--- src/rtl/bg_layer_fetcher.sv ---
// rtl/bg_layer_fetcher.sv - multi-layer background tile fetcher with round-robin SRAM arbitration
// Optional macro TILE_FLIP_EN: honour the char-word VF/HF tile flip bits.
module bg_layer_fetcher #(
  parameter int                NUM_LAYERS  = 4,
  parameter int                ADDR_W      = 18,
  parameter logic [ADDR_W-1:0] MAP_BASE    = 18'h02000,
  parameter logic [ADDR_W-1:0] MAP_STRIDE  = 18'h01000,
  parameter logic [ADDR_W-1:0] TILE_BASE   = 18'h00000,
  parameter int                LINE_PIXELS = 320
) (
  input  logic                    clk,
  input  logic                    rst_n,
  input  logic                    lineStart,
  input  logic [8:0]              vPos,
  input  logic [9*NUM_LAYERS-1:0] pan,
  input  logic [NUM_LAYERS-1:0]   layerEnable,
  output logic                    ram_req,
  output logic [ADDR_W-1:0]       ram_addr,
  input  logic                    ram_ack,
  input  logic [15:0]             ram_din,
  output logic [NUM_LAYERS-1:0]   pix_valid,
  input  logic [NUM_LAYERS-1:0]   pix_ready,
  output logic [4*NUM_LAYERS-1:0] pix_idx,
  output logic [3*NUM_LAYERS-1:0] pix_pal,
  output logic                    lineDone,
  output logic                    busy
);
  localparam int LW = (NUM_LAYERS > 1) ? $clog2(NUM_LAYERS) : 1;

  typedef enum logic [2:0] {S_IDLE, S_CHAR, S_TLO, S_THI, S_SHIFT, S_DONE} state_t;

  state_t          state     [NUM_LAYERS];
  state_t          state_nxt [NUM_LAYERS];
  logic [5:0]      col       [NUM_LAYERS];
  logic [9:0]      emitted   [NUM_LAYERS];
  logic [2:0]      skip      [NUM_LAYERS];
  logic [2:0]      nib       [NUM_LAYERS];
  logic [2:0]      pal       [NUM_LAYERS];
  logic [8:0]      tile      [NUM_LAYERS];
  logic [2:0]      row_sel   [NUM_LAYERS];
  logic [31:0]     shreg     [NUM_LAYERS];
  logic [ADDR_W-1:0] layer_addr [NUM_LAYERS];
`ifdef TILE_FLIP_EN
  logic            vflip     [NUM_LAYERS];
  logic            hflip     [NUM_LAYERS];
`endif

  logic [8:0]            vpos;
  logic [LW-1:0]         owner, last;
  logic [NUM_LAYERS-1:0] ack_for, consume, want;
  logic                  hi_found, lo_found;
  logic [LW-1:0]         hi_idx, lo_idx, grant_idx;
  logic                  all_done_nxt, live;
  logic                  unused_char_bits;

  assign unused_char_bits = ^ram_din[15:12];

`ifdef TILE_FLIP_EN
  function automatic logic [31:0] nib_rev(input logic [31:0] w);
    logic [31:0] r;
    for (int i = 0; i < 8; i++) r[4*i +: 4] = w[28-4*i +: 4];
    return r;
  endfunction
`endif

  // Per-layer next state; lineStart overrides everything, including a same-cycle ack.
  always_comb begin
    for (int l = 0; l < NUM_LAYERS; l++) begin
      ack_for[l]   = ram_req && ram_ack && (owner == LW'(l));
      consume[l]   = (state[l] == S_SHIFT) && ((skip[l] != 3'd0) || pix_ready[l]);
      want[l]      = (state[l] == S_CHAR) || (state[l] == S_TLO) || (state[l] == S_THI);
      state_nxt[l] = state[l];
      if (lineStart) begin
        state_nxt[l] = layerEnable[l] ? S_CHAR : S_DONE;
      end else begin
        case (state[l])
          S_CHAR:  if (ack_for[l]) state_nxt[l] = S_TLO;
          S_TLO:   if (ack_for[l]) state_nxt[l] = S_THI;
          S_THI:   if (ack_for[l]) state_nxt[l] = S_SHIFT;
          S_SHIFT: if (consume[l]) begin
            if ((skip[l] == 3'd0) && (emitted[l] == 10'(LINE_PIXELS - 1))) state_nxt[l] = S_DONE;
            else if (nib[l] == 3'd7)                                         state_nxt[l] = S_CHAR;
          end
          default: ;
        endcase
      end
    end
  end

  always_comb begin
    all_done_nxt = 1'b1;
    pix_valid    = '0;
    pix_idx      = '0;
    pix_pal      = '0;
    for (int l = 0; l < NUM_LAYERS; l++) begin
      if (state_nxt[l] != S_DONE) all_done_nxt = 1'b0;
      pix_valid[l]     = (state[l] == S_SHIFT) && (skip[l] == 3'd0);
      pix_idx[4*l +: 4] = shreg[l][31:28];
      pix_pal[3*l +: 3] = pal[l];
`ifdef TILE_FLIP_EN
      row_sel[l] = vflip[l] ? ~vpos[2:0] : vpos[2:0];
`else
      row_sel[l] = vpos[2:0];
`endif
      if (state[l] == S_CHAR)
        layer_addr[l] = MAP_BASE + ADDR_W'(l) * MAP_STRIDE + ADDR_W'({vpos[8:3], col[l]});
      else
        layer_addr[l] = TILE_BASE + ADDR_W'({tile[l], row_sel[l], (state[l] == S_THI)});
    end
  end

  // Round-robin: the lowest requester above the last grant wins, else the lowest overall.
  always_comb begin
    hi_found = 1'b0;
    lo_found = 1'b0;
    hi_idx   = '0;
    lo_idx   = '0;
    for (int j = NUM_LAYERS - 1; j >= 0; j--) begin
      if (want[j]) begin
        if (LW'(j) > last) begin
          hi_found = 1'b1;
          hi_idx   = LW'(j);
        end
        lo_found = 1'b1;
        lo_idx   = LW'(j);
      end
    end
    grant_idx = hi_found ? hi_idx : lo_idx;
  end

  assign live = lineStart || (busy && !lineDone);

  always_ff @(posedge clk) begin
    if (!rst_n) begin
      for (int l = 0; l < NUM_LAYERS; l++) begin
        state[l]   <= S_IDLE;
        col[l]     <= '0;
        emitted[l] <= '0;
        skip[l]    <= '0;
        nib[l]     <= '0;
        pal[l]     <= '0;
        tile[l]    <= '0;
        shreg[l]   <= '0;
`ifdef TILE_FLIP_EN
        vflip[l]   <= 1'b0;
        hflip[l]   <= 1'b0;
`endif
      end
      vpos     <= '0;
      owner    <= '0;
      last     <= LW'(NUM_LAYERS - 1);
      ram_req  <= 1'b0;
      ram_addr <= '0;
      lineDone <= 1'b0;
      busy     <= 1'b0;
    end else begin
      for (int l = 0; l < NUM_LAYERS; l++) state[l] <= state_nxt[l];
      lineDone <= live && all_done_nxt;
      busy     <= live;
      if (lineStart) begin
        vpos    <= vPos;
        ram_req <= 1'b0;
        for (int l = 0; l < NUM_LAYERS; l++) begin
          col[l]     <= pan[9*l+3 +: 6];
          skip[l]    <= pan[9*l +: 3];
          emitted[l] <= '0;
          nib[l]     <= '0;
        end
      end else begin
        if (ram_req) begin
          if (ram_ack) ram_req <= 1'b0;
        end else if (lo_found) begin
          ram_req  <= 1'b1;
          ram_addr <= layer_addr[grant_idx];
          owner    <= grant_idx;
          last     <= grant_idx;
        end
        for (int l = 0; l < NUM_LAYERS; l++) begin
          if (ack_for[l]) begin
            case (state[l])
              S_CHAR: begin
                pal[l]  <= ram_din[11:9];
                tile[l] <= ram_din[8:0];
`ifdef TILE_FLIP_EN
                vflip[l] <= ram_din[15];
                hflip[l] <= ram_din[14];
`endif
              end
              S_TLO: shreg[l][31:16] <= ram_din;
              S_THI: begin
`ifdef TILE_FLIP_EN
                shreg[l] <= hflip[l] ? nib_rev({shreg[l][31:16], ram_din}) : {shreg[l][31:16], ram_din};
`else
                shreg[l] <= {shreg[l][31:16], ram_din};
`endif
                nib[l] <= '0;
              end
              default: ;
            endcase
          end
          if (consume[l]) begin
            shreg[l] <= shreg[l] << 4;
            nib[l]   <= nib[l] + 3'd1;
            if (skip[l] != 3'd0) skip[l] <= skip[l] - 3'd1;
            else                 emitted[l] <= emitted[l] + 10'd1;
            if (nib[l] == 3'd7) col[l] <= col[l] + 6'd1;
          end
        end
      end
    end
  end
endmodule
--- config.mk ---
export PLATFORM = sky130hd
export DESIGN_NAME = bg_layer_fetcher
export DESIGN_NICKNAME = d
export VERILOG_FILES = /design/src/rtl/bg_layer_fetcher.sv
export SDC_FILE = /design/constraint.sdc
export NUM_CORES = 1
export LEC_CHECK = 0
export BUFFER_PORTS_ARGS = -buffer_cell sky130_fd_sc_hd__buf_2
export CAP_MARGIN = 20
export CORE_UTILIZATION = 43
export DETAILED_ROUTE_END_ITERATION = 10
export MAX_ROUTING_LAYER = met4
export PLACE_DENSITY = 0.68
export SETUP_SLACK_MARGIN = 0.2
export SLEW_MARGIN = 25
export SYNTH_ARGS = -nofsm -noshare
export SYNTH_HDL_FRONTEND = slang
export SYNTH_SLANG_ARGS = --single-unit
--- constraint.sdc ---
create_clock -name clk -period 4.2 [get_ports clk]
set_input_delay 0.42 -clock clk [delete_from_list [all_inputs] [get_ports clk]]
set_output_delay 0.42 -clock clk [all_outputs]
set_load 0.01 [all_outputs]
# Yosys cells after proc, flatten, opt, wreduce, memory -nomap -nowiden
# Memory sizes are Yosys's and may differ from the RTL's.
# Index checks and enable logic that the tools add are counted.
[word_totals] register_bits=34 ram_bits=276 mem_count=8 out_inout_bits=53
[classes] addsub=20 reduce_logical=44 n_eq_ne=31 order_cmp=5 mux=284 bitwise_logic=72
[mem_list] memory="shreg" depth=4 width=32 read_ports=4 rd_ports_with_merged_regs=0 write_ports=4 line_no="41" text="logic [31:0] shreg [NUM_LAYERS];"
[mem_list] memory="emitted" depth=4 width=10 read_ports=4 rd_ports_with_merged_regs=0 write_ports=4 line_no="35" text="logic [9:0] emitted [NUM_LAYERS];"
[mem_list] memory="tile" depth=4 width=9 read_ports=4 rd_ports_with_merged_regs=0 write_ports=4 line_no="39" text="logic [8:0] tile [NUM_LAYERS];"
[mem_list] memory="col" depth=4 width=6 read_ports=4 rd_ports_with_merged_regs=0 write_ports=4 line_no="34" text="logic [5:0] col [NUM_LAYERS];"
[mem_list] memory="nib" depth=4 width=3 read_ports=4 rd_ports_with_merged_regs=0 write_ports=4 line_no="37" text="logic [2:0] nib [NUM_LAYERS];"
[mem_list] memory="pal" depth=4 width=3 read_ports=4 rd_ports_with_merged_regs=0 write_ports=4 line_no="38" text="logic [2:0] pal [NUM_LAYERS];"
[mem_list] memory="+2 memories"
[op_table] cell="$mux 16" n=22
[op_table] cell="$mux 3" n=60
[op_table] cell="$mux 1" n=160
[op_table] cell="$mux 10" n=8
[op_table] cell="$or 1x1->1" n=68
[op_table] cell="$mux 6" n=8
[op_table] cell="$pmux 3 s4" n=4
[op_table] cell="$add 10x1->10 const B" n=4
[op_table] cell="$eq 10x9->1 const B" n=4
[op_table] cell="$bmux 18 s2" n=1
[op_table] cell="$mux 18" n=2
[op_table] cell="$mux 9" n=4
[op_table] cell="$add 15x12->16 const A" n=2
[op_table] cell="$add 14x12->15 const A" n=2
[op_table] cell="$mux 15" n=2
[op_table] cell="$mux 2" n=13
[op_table] cell="$add 6x1->6 const B" n=4
[op_table] cell="$eq 3x2->1 const B" n=8
[op_table] cell="$eq 3x3->1 const B" n=8
[op_table] cell="$logic_and 1x1->1" n=19
[op_table] cell="$logic_or 1x1->1" n=13
[op_table] cell="$add 3x1->3 const B" n=4
[op_table] cell="$eq 3x1->1 const B" n=4
[op_table] cell="$logic_not 3->1" n=4
[op_table] cell="14 further kinds" n=28

# Logic depth before layout (Yosys ltp)
# Gate-level depths: netlist of run 1.
# An unclocked memory read counts as a cell.
[logic_depth] ltp_word=16 depth_mapped=11 depth_no_buf=10

# Worst setup path after synthesis of run 1
# No wires, ideal clock.
[synth_timing] path_type="register to register" startpoint="mem skip[0][0]" endpoint="mem shreg[0][16], enable pin" synth_period_minus_slack_ns=2.682 path_stages_with_launch=8 t_arrival_ns=2.288 n_path_buf=0 slack_ns=1.518 required_ns=3.806 path_cell_list="edfxtp_1 > inv_1 > ha_1 > nand2b_1 > nor2_1 > nor2_1 > o21ai_1 > a21oi_1"
[synth_rtl] item="start: declaration" line_no="36" text="logic [2:0] skip [NUM_LAYERS];"
[synth_rtl] item="end: declaration" line_no="41"

==> impl_metrics.csv, run 1 <==
group,metric,value,unit
logic_synthesis,synth.distinct_cells,75,
setup_path,critPathLaunch,"state[0][1]$_SDFF_PN0_",
pwr,switching_share,0.2482,
setup_path,cpPeakStageDelay,0.73,ns
setup_path,worstSetupEndpointType,"flop",
final_layout,fill_cells,2981,
clock_network,clockRootBuffer,"clkbuf_16",
sta,drv_slew,0,
pwr,vdd_drop_max,0.3073,mV
sta,hold_viol,0,
drt,dr.first_iter.drc_count,849,
logic_synthesis,synth-main-ff-cell,"edfxtp_1",
setup_path,crit_buf_inv,0,
pwr,power.internal,0.005439,W
logic_synthesis,synthMostInstantiatedCell,"edfxtp_1",
floorplanning,row_count,67,
sta,setup_tns,0,ns
final_layout,final_core_util,0.5007,
clock_network,cts_buffers,35,
drt,drc_errors,0,
setup_path,critPathLaunchType,"flop",
place,place_congestion,0.8448,
final_layout,area_delta_synth_final,13.51,%
run_status,status,"finished, final reports clean",
pwr,power_frac_comb,0.095,
global_route,grt_pass1_wl,58750,um
sta,finalSetupViolCount,0,
floorplanning,num_io_pins,126,
clock_network,cts_resized,0,
final_layout,num-nets-final,1527,
drt,viasPerCell,5.697,
clock_network,cts_num_sinks,307,
clock_network,post_cts_buffers,0,
setup_path,setup.worst_path.class,"flop to flop",
floorplanning,start_util,0.4411,
final_layout,layout-drive-gt1-share,0.1585,
sta,fin_crit,2.849,ns
sta,skew,0.02141,ns
flow_run,maxCapViolCount,0,
clock_network,cts_buffer_depth,3,
global_route,first_global_vias,10465,
clock_network,clk_latency,0.52,ns
logic_synthesis,synthArstFlopShare,0,
setup_path,reg2regPathDepth,7,
floorplanning,die_area,0.03540,mm^2
logic_synthesis,synth_edf_count,251,
pwr,p_per_area,427.7,mW/mm^2
pwr,clkPwrFrac,0.414,
logic_synthesis,netlist_area,0.01490,mm^2
sta,rsz0062_at_grt,"no",
sta,slew_headroom,0.2812,
clock_network,htreeDepth,2,
setup_path,cp_max_fo,29,
drt,num_vias,10865,
sta,worst_slew_pin_slew,1.076,ns
logic_synthesis,ys_seq_area_frac,0.5810,
global_route,grt_overflow,0,
min_path,hold_path.class,"primary input to flop",
place,dp_cells,1841,
global_route,grt_max_degree,57,
setup_path,crit_cells,7,
pwr,seqPwrFrac,0.491,
logic_synthesis,yosysWarnings,0,
setup_path,crit_end,"ram_addr[3]$_SDFFE_PN0P_",
setup_path,required,4.58,ns
clock_network,clk_pin_slew_worst_paths,0.06,ns
logic_synthesis,synth_top_area_frac,0.5058,
clock_network,cts_tree,"yes",
setup_path,timing.critical_path.cells,"o21ba_2 -> nor2_1 -> a221oi_2 -> nand2_1 -> or4_1 -> o211ai_1 -> a221oi_1",
setup_path,cp_top_family,"simple AND/OR/NAND/NOR gates",
logic_synthesis,synth_cells,1350,
logic_synthesis,ys_seq_elements,307,
clock_network,cts_hold_buf,0,
sta,max_freq,0.3510,GHz
pwr,p_sw,0.001796,W
global_route,antenna_found_initial,2,
final_layout,finalNonFillerCells,1907,
pwr,p_leak,6.452,nW
setup_path,r2r_setup_slack,1.35,ns
logic_synthesis,synth_area_leader_cell,"edfxtp_1",
drt,drt_wl_total,37350,um
logic_synthesis,netlist_top_cells_area,"edfxtp_1, dfxtp_1, a22o_1",
floorplanning,core-area,0.03378,mm^2
drt,first_pass_iters,5,
logic_synthesis,synth.avg_cell_area,11.04,um^2
setup_path,crit_arrival,3.23,ns
place,dp_hpwl,25000,um
sta,finalCritPeriodShare,0.6784,
place,place.port_buffers,122,
floorplanning,fp.dieH,188.2,um
global_route,grt_use_total,0.2178,
drt,detail-route-antenna-nets,0,
setup_path,cp_slowest_cell,"or4_1",
setup_path,r2r-end,"ram_addr[3]$_SDFFE_PN0P_",
logic_synthesis,synthTopCellsByCount,"edfxtp_1, nand2_1, nor2_1",
setup_path,r2r_start,"state[0][1]$_SDFF_PN0_",
floorplanning,die_w,188.2,um
drt,wl_per_cell,19.58,um
## cell usage in the layout, fill, tap and decap left out, types with 6 or more instances in the layout
cell type | synthesis | final
or3_1 | 15 | 15
o21ai_1 | 3 | 6
a311oi_1 | 9 | 9
dfxtp_1 | 56 | 56
and3_1 | 24 | 24
mux2i_1 | 22 | 22
nor2_1 | 96 | 93
o21a_1 | 10 | 10
ha_1 | 24 | 24
nor2b_1 | 19 | 18
buf_2 | 16 | 122
nand2_1 | 164 | 164
clkbuf_16 | 0 | 36
edfxtp_1 | 251 | 251
a31oi_1 | 14 | 14
buf_4 | 23 | 27
clkinv_2 | 0 | 7
nand3_1 | 59 | 59
inv_1 | 25 | 25
o22ai_1 | 6 | 6
nor3_1 | 12 | 10
and2_1 | 79 | 79
o21ai_0 | 64 | 58
xnor2_1 | 24 | 24
nand2b_1 | 8 | 8
a21oi_1 | 50 | 50
xor2_1 | 31 | 31
o211ai_1 | 8 | 8
a22o_1 | 82 | 82
clkinv_1 | 0 | 8
## kinds of logic (layout without fill, tap and decap cells)
kind of cell / count (synthesis) / after routing / synth area share
compound gates: 293 / 293 / 0.1387
buf+inv: 134 / 239 / 0.04190
flops: 307 / 307 / 0.5810
simple gates: 514 / 514 / 0.1709
mux: 22 / 22 / 0.01478
xor+xnor: 55 / 55 / 0.03233
fa+ha+maj: 24 / 24 / 0.02015
other cells: 1 / 5 / 0.0002516
## power groups by stage
stage / logic, W / registers, W / clock network [W]
final: 0.000686 / 0.00355 / 0.00300
after global routing: 0.000753 / 0.00357 / 0.00316
after CTS: 0.000681 / 0.00355 / 0.00304
after detailed placement: 0.000678 / 0.00361 / 0
after global placement: 0.000666 / 0.00361 / 0
after floorplan: 0.000464 / 0.00359 / 0
## worst min-delay path by stage
stage | startpoint | endpoint | slack (ns) | cells past startpoint
floorplan | vpos[2]$_SDFFE_PN0P_ | ram_addr[3]$_SDFFE_PN0P_ | 0.44 | 2
global placement | vpos[1]$_SDFFE_PN0P_ | ram_addr[2]$_SDFFE_PN0P_ | 0.47 | 2
detailed placement | vpos[2]$_SDFFE_PN0P_ | ram_addr[3]$_SDFFE_PN0P_ | 0.48 | 2
CTS | vPos[7] | vpos[7]$_SDFFE_PN0P_ | 0.15 | 3
global route | vPos[7] | vpos[7]$_SDFFE_PN0P_ | 0.16 | 3
finish | vPos[7] | vpos[7]$_SDFFE_PN0P_ | 0.16 | 3
## state kept, by name, indices dropped and copies added (netlist names)
name	count
shreg	128
emitted	40
tile	36
col	24
ram_addr	15
nib	12
pal	12
skip	12
state	12
vpos	9
last	2
owner	2
busy	1
lineDone	1
ram_req	1
## per-stage QoR
step | instance area [um^2] | hold WS [ns] | total power, W | worst slack, ns
2_1_floorplan | 14910 | 0.4413 | 0.004049 | 1.518
3_3_place_gp | 15780 | 0.4680 | 0.004273 | 1.460
3_5_place_dp | 15780 | 0.4762 | 0.004289 | 1.404
4_1_cts | 16910 | 0.1508 | 0.007267 | 1.393
5_1_grt | 16920 | 0.1599 | 0.007480 | 1.176
6_report | 16920 | 0.1605 | 0.007234 | 1.351
## routing by layer
layer  GRT usage  vias up  wire length (um)
li1            -     5078                 -
met1      0.2955     5283             16260
met2      0.3354      431             17540
met3     0.03200       73              2556
met4     0.07067        0               999
met5           -        -                 0
## worst reg2reg max path, cell delays in order (launching register included)
cell and delay, ns:
dfxtp_1 0.57, o21ba_2 0.21, nor2_1 0.05, a221oi_2 0.29, nand2_1 0.68, or4_1 0.73, o211ai_1 0.11, a221oi_1 0.06
## layout make-up
| cell class | count | area (um^2) | share of cell area |
|---|---|---|---|
| flip-flops and latches | 307 | 8658 | 0.5119 |
| multi-input cells | 911 | 5658 | 0.3345 |
| clock buffers | 41 | 919.6 | 0.05437 |
| repair buffers | 149 | 813.3 | 0.04808 |
| well taps | 448 | 560.5 | 0.03314 |
| clock inverters | 23 | 202.7 | 0.01198 |
| inverters | 26 | 97.59 | 0.005770 |
| diodes | 2 | 5.005 | 0.0002959 |
No activity file was read; power rests on OpenSTA's default activity.
==> run 2: changes to the inputs <==
PLACE_DENSITY = 0.7   (was 0.68)
clock period = 2.6 ns   (was 4.2 ns; I/O delays follow)
==> run 2 against run 1 <==
Net effect:
- clock power grew 63%
- critical path depth is 1 higher
- flip-flop and latch count is the same
- combinational power up 72%
- hold slack worse by 0.15 ns
- core utilization increased by 0.91 points
- non-clock buffer count rose by 31
- global-route usage is 0.34 points higher
- final cell count up 1.4%
- die area did not move
- design area increased by 1.8%
- clock skew fell by 0.0011 ns
==> impl_metrics.csv, run 2 (synthesized netlist as in run 1, its figures left out) <==
group,metric,value,unit
setup_path,cp_max_fo,17,
floorplanning,fp.dieH,188.2,um
final_layout,final_core_util,0.5098,
pwr,p_leak,6.616,nW
clock_network,clockRootBuffer,"clkbuf_16",
final_layout,num-nets-final,1558,
clock_network,cts_buffers,35,
min_path,min-delay-start,"vPos[0]",
floorplanning,core-area,0.03378,mm^2
setup_path,cp_top_family,"simple AND/OR/NAND/NOR gates",
sta,finalCritPeriodShare,0.8715,
setup_path,timing.critical_path.cells,"nor2_2 -> nor3_2 -> a221oi_2 -> and2_1 -> buf_4 -> nor3_1 -> or3_1 -> a31oi_1",
sta,skew,0.02031,ns
flow_run,maxCapViolCount,0,
sta,hold_ws,0.01389,ns
place,place.port_buffers,122,
setup_path,reg2regPathDepth,8,
clock_network,cts_tree,"yes",
place,dp_cells,1871,
sta,rsz0062_at_grt,"yes",
clock_network,post_cts_buffers,0,
floorplanning,die_area,0.03540,mm^2
sta,setup_tns,0,ns
drt,first_pass_iters,5,
pwr,switching_share,0.2461,
place,place_congestion,0.8950,
final_layout,layout-drive-gt1-share,0.1824,
global_route,grt_overflow,0,
setup_path,setup.worst_path.class,"flop to flop",
final_layout,largest_register_ff_count,128,
global_route,met3_usage,0.03668,
sta,max_freq,0.4413,GHz
drt,detail-route-antenna-nets,0,
setup_path,required,3.04,ns
drt,viasPerCell,5.595,
pwr,power_frac_comb,0.100,
setup_path,r2r_setup_slack,0.33,ns
global_route,grt_use_total,0.2212,
pwr,clkPwrFrac,0.414,
setup_path,crit_arrival,2.71,ns
global_route,first_global_vias,10751,
global_route,use_met1,0.2921,
sta,hold_viol,0,
drt,drt_wl_total,37760,um
sta,drv_slew,0,
pwr,vdd_drop_max,0.5093,mV
final_layout,n_antenna_cell,0,
setup_path,cpPeakStageDelay,0.40,ns
pwr,seqPwrFrac,0.485,
pwr,p_per_area,685.2,mW/mm^2
pwr,p_sw,0.002904,W
floorplanning,num_io_pins,126,
sta,slew_headroom,0.5253,
setup_path,crit_cells,8,
sta,fin_crit,2.266,ns
clock_network,cts_buffer_depth,3,
setup_path,worstSetupEndpointType,"flop",
run_status,status,"finished, final reports clean",
final_layout,largestRegisters,"shreg: 128 flops, emitted: 40 flops, tile: 36 flops",
global_route,antenna_found_initial,0,
global_route,met2_usage,0.3473,
place,dp_hpwl,25760,um
floorplanning,die_w,188.2,um
clock_network,cts_num_sinks,307,
setup_path,r2r_start,"state[3][1]$_SDFF_PN0_",
drt,wl_per_cell,19.52,um
min_path,hold_path.class,"primary input to flop",
final_layout,mostFrequentLayoutCells,"edfxtp_1, nand2_1, buf_2, nor2_1, a22o_1",
global_route,grt_pass1_wl,59540,um
clock_network,htreeDepth,2,
drt,drc_errors,0,
drt,num_vias,10821,
final_layout,regMostFlops,"shreg",
min_path,min_path_cells,3,
setup_path,crit_buf_inv,1,
setup_path,r2r-end,"ram_addr[12]$_SDFFE_PN0P_",
global_route,busiest_layer,"met2",
drt,dr.first_iter.drc_count,891,
setup_path,critPathLaunchType,"flop",
clock_network,clk_latency,0.53,ns
setup_path,cp_slowest_cell,"or3_1",
floorplanning,row_count,67,
clock_network,clk_pin_slew_worst_paths,0.06,ns
pwr,power.internal,0.008895,W
sta,finalSetupViolCount,0,
min_path,hold_end,"vpos[0]$_SDFFE_PN0P_",
floorplanning,start_util,0.4411,
final_layout,final_common_cell,"edfxtp_1",
final_layout,finalNonFillerCells,1934,
sta,worst_slew_pin_slew,0.7094,ns
final_layout,area_delta_synth_final,15.57,%
global_route,grt_max_degree,38,
-- run 2: worst max path at each step --
stage                                     end                   startpoint  slack [ns]
floorplan             pal[3][0]$_SDFFCE_PN0P_       state[3][2]$_SDFF_PN0_        0.21
global placement          lineDone$_SDFF_PN0_  emitted[1][7]$_SDFFCE_PN0P_        0.30
detailed placement        col[0][1]$_DFFE_PP_         skip[2][0]$_DFFE_PP_        0.25
CTS                 ram_addr[11]$_SDFFE_PN0P_       state[3][1]$_SDFF_PN0_        0.22
global route              lineDone$_SDFF_PN0_         skip[0][0]$_DFFE_PP_        0.14
finish              ram_addr[12]$_SDFFE_PN0P_       state[3][1]$_SDFF_PN0_        0.33
-- run 2: power groups by stage --
stage | sequential, W | clock [W] | combinational, W
after floorplan | 0.00579 | 0 | 0.000753
after global placement | 0.00582 | 0 | 0.00114
after detailed placement | 0.00583 | 0 | 0.00115
after CTS | 0.00573 | 0.00494 | 0.00116
after global routing | 0.00575 | 0.00515 | 0.00130
final | 0.00573 | 0.00489 | 0.00118
-- run 2: repair_timing --
item / 4_1_cts / 5_1_grt
hold buffers: 1 / 0
gates resized for setup: 0 / 14
endpoints found under the setup margin: 0 / 71
hold endpoints to repair: 1 / 0
-- run 2: metrics by stage --
step	setup slack [ns]	instance area (um^2)	total power, W
detailed placement	0.2466	16030	0.006981
CTS	0.2166	17160	0.01183
global route	0.1389	17220	0.01220
finish	0.3340	17220	0.01180
global placement	0.3025	16030	0.006955
floorplan	0.2062	14930	0.006543
-- run 2: worst register-to-register path: stages (launching register included) --
cell and delay [ns]:
dfxtp_1 0.38, nor2_2 0.25, nor3_2 0.10, a221oi_2 0.37
and2_1 0.21, buf_4 0.25, nor3_1 0.09, or3_1 0.40
a31oi_1 0.17
-- run 2: metal layers --
metal,wire length (um),vias up
met1,16570,5247
met3,2455,72
met5,0,-
met2,17700,363
met4,1030,0
li1,-,5139
-- run 2: area by class of cell --
type                    count  area (um^2)
flip-flops and latches    307         8658
fillers                  3010        16560
repair buffers            180         1065
inverters                  26        97.59
well taps                 448        560.5
clock inverters            15        157.7
clock buffers              47        962.2
multi-input cells         911         5720
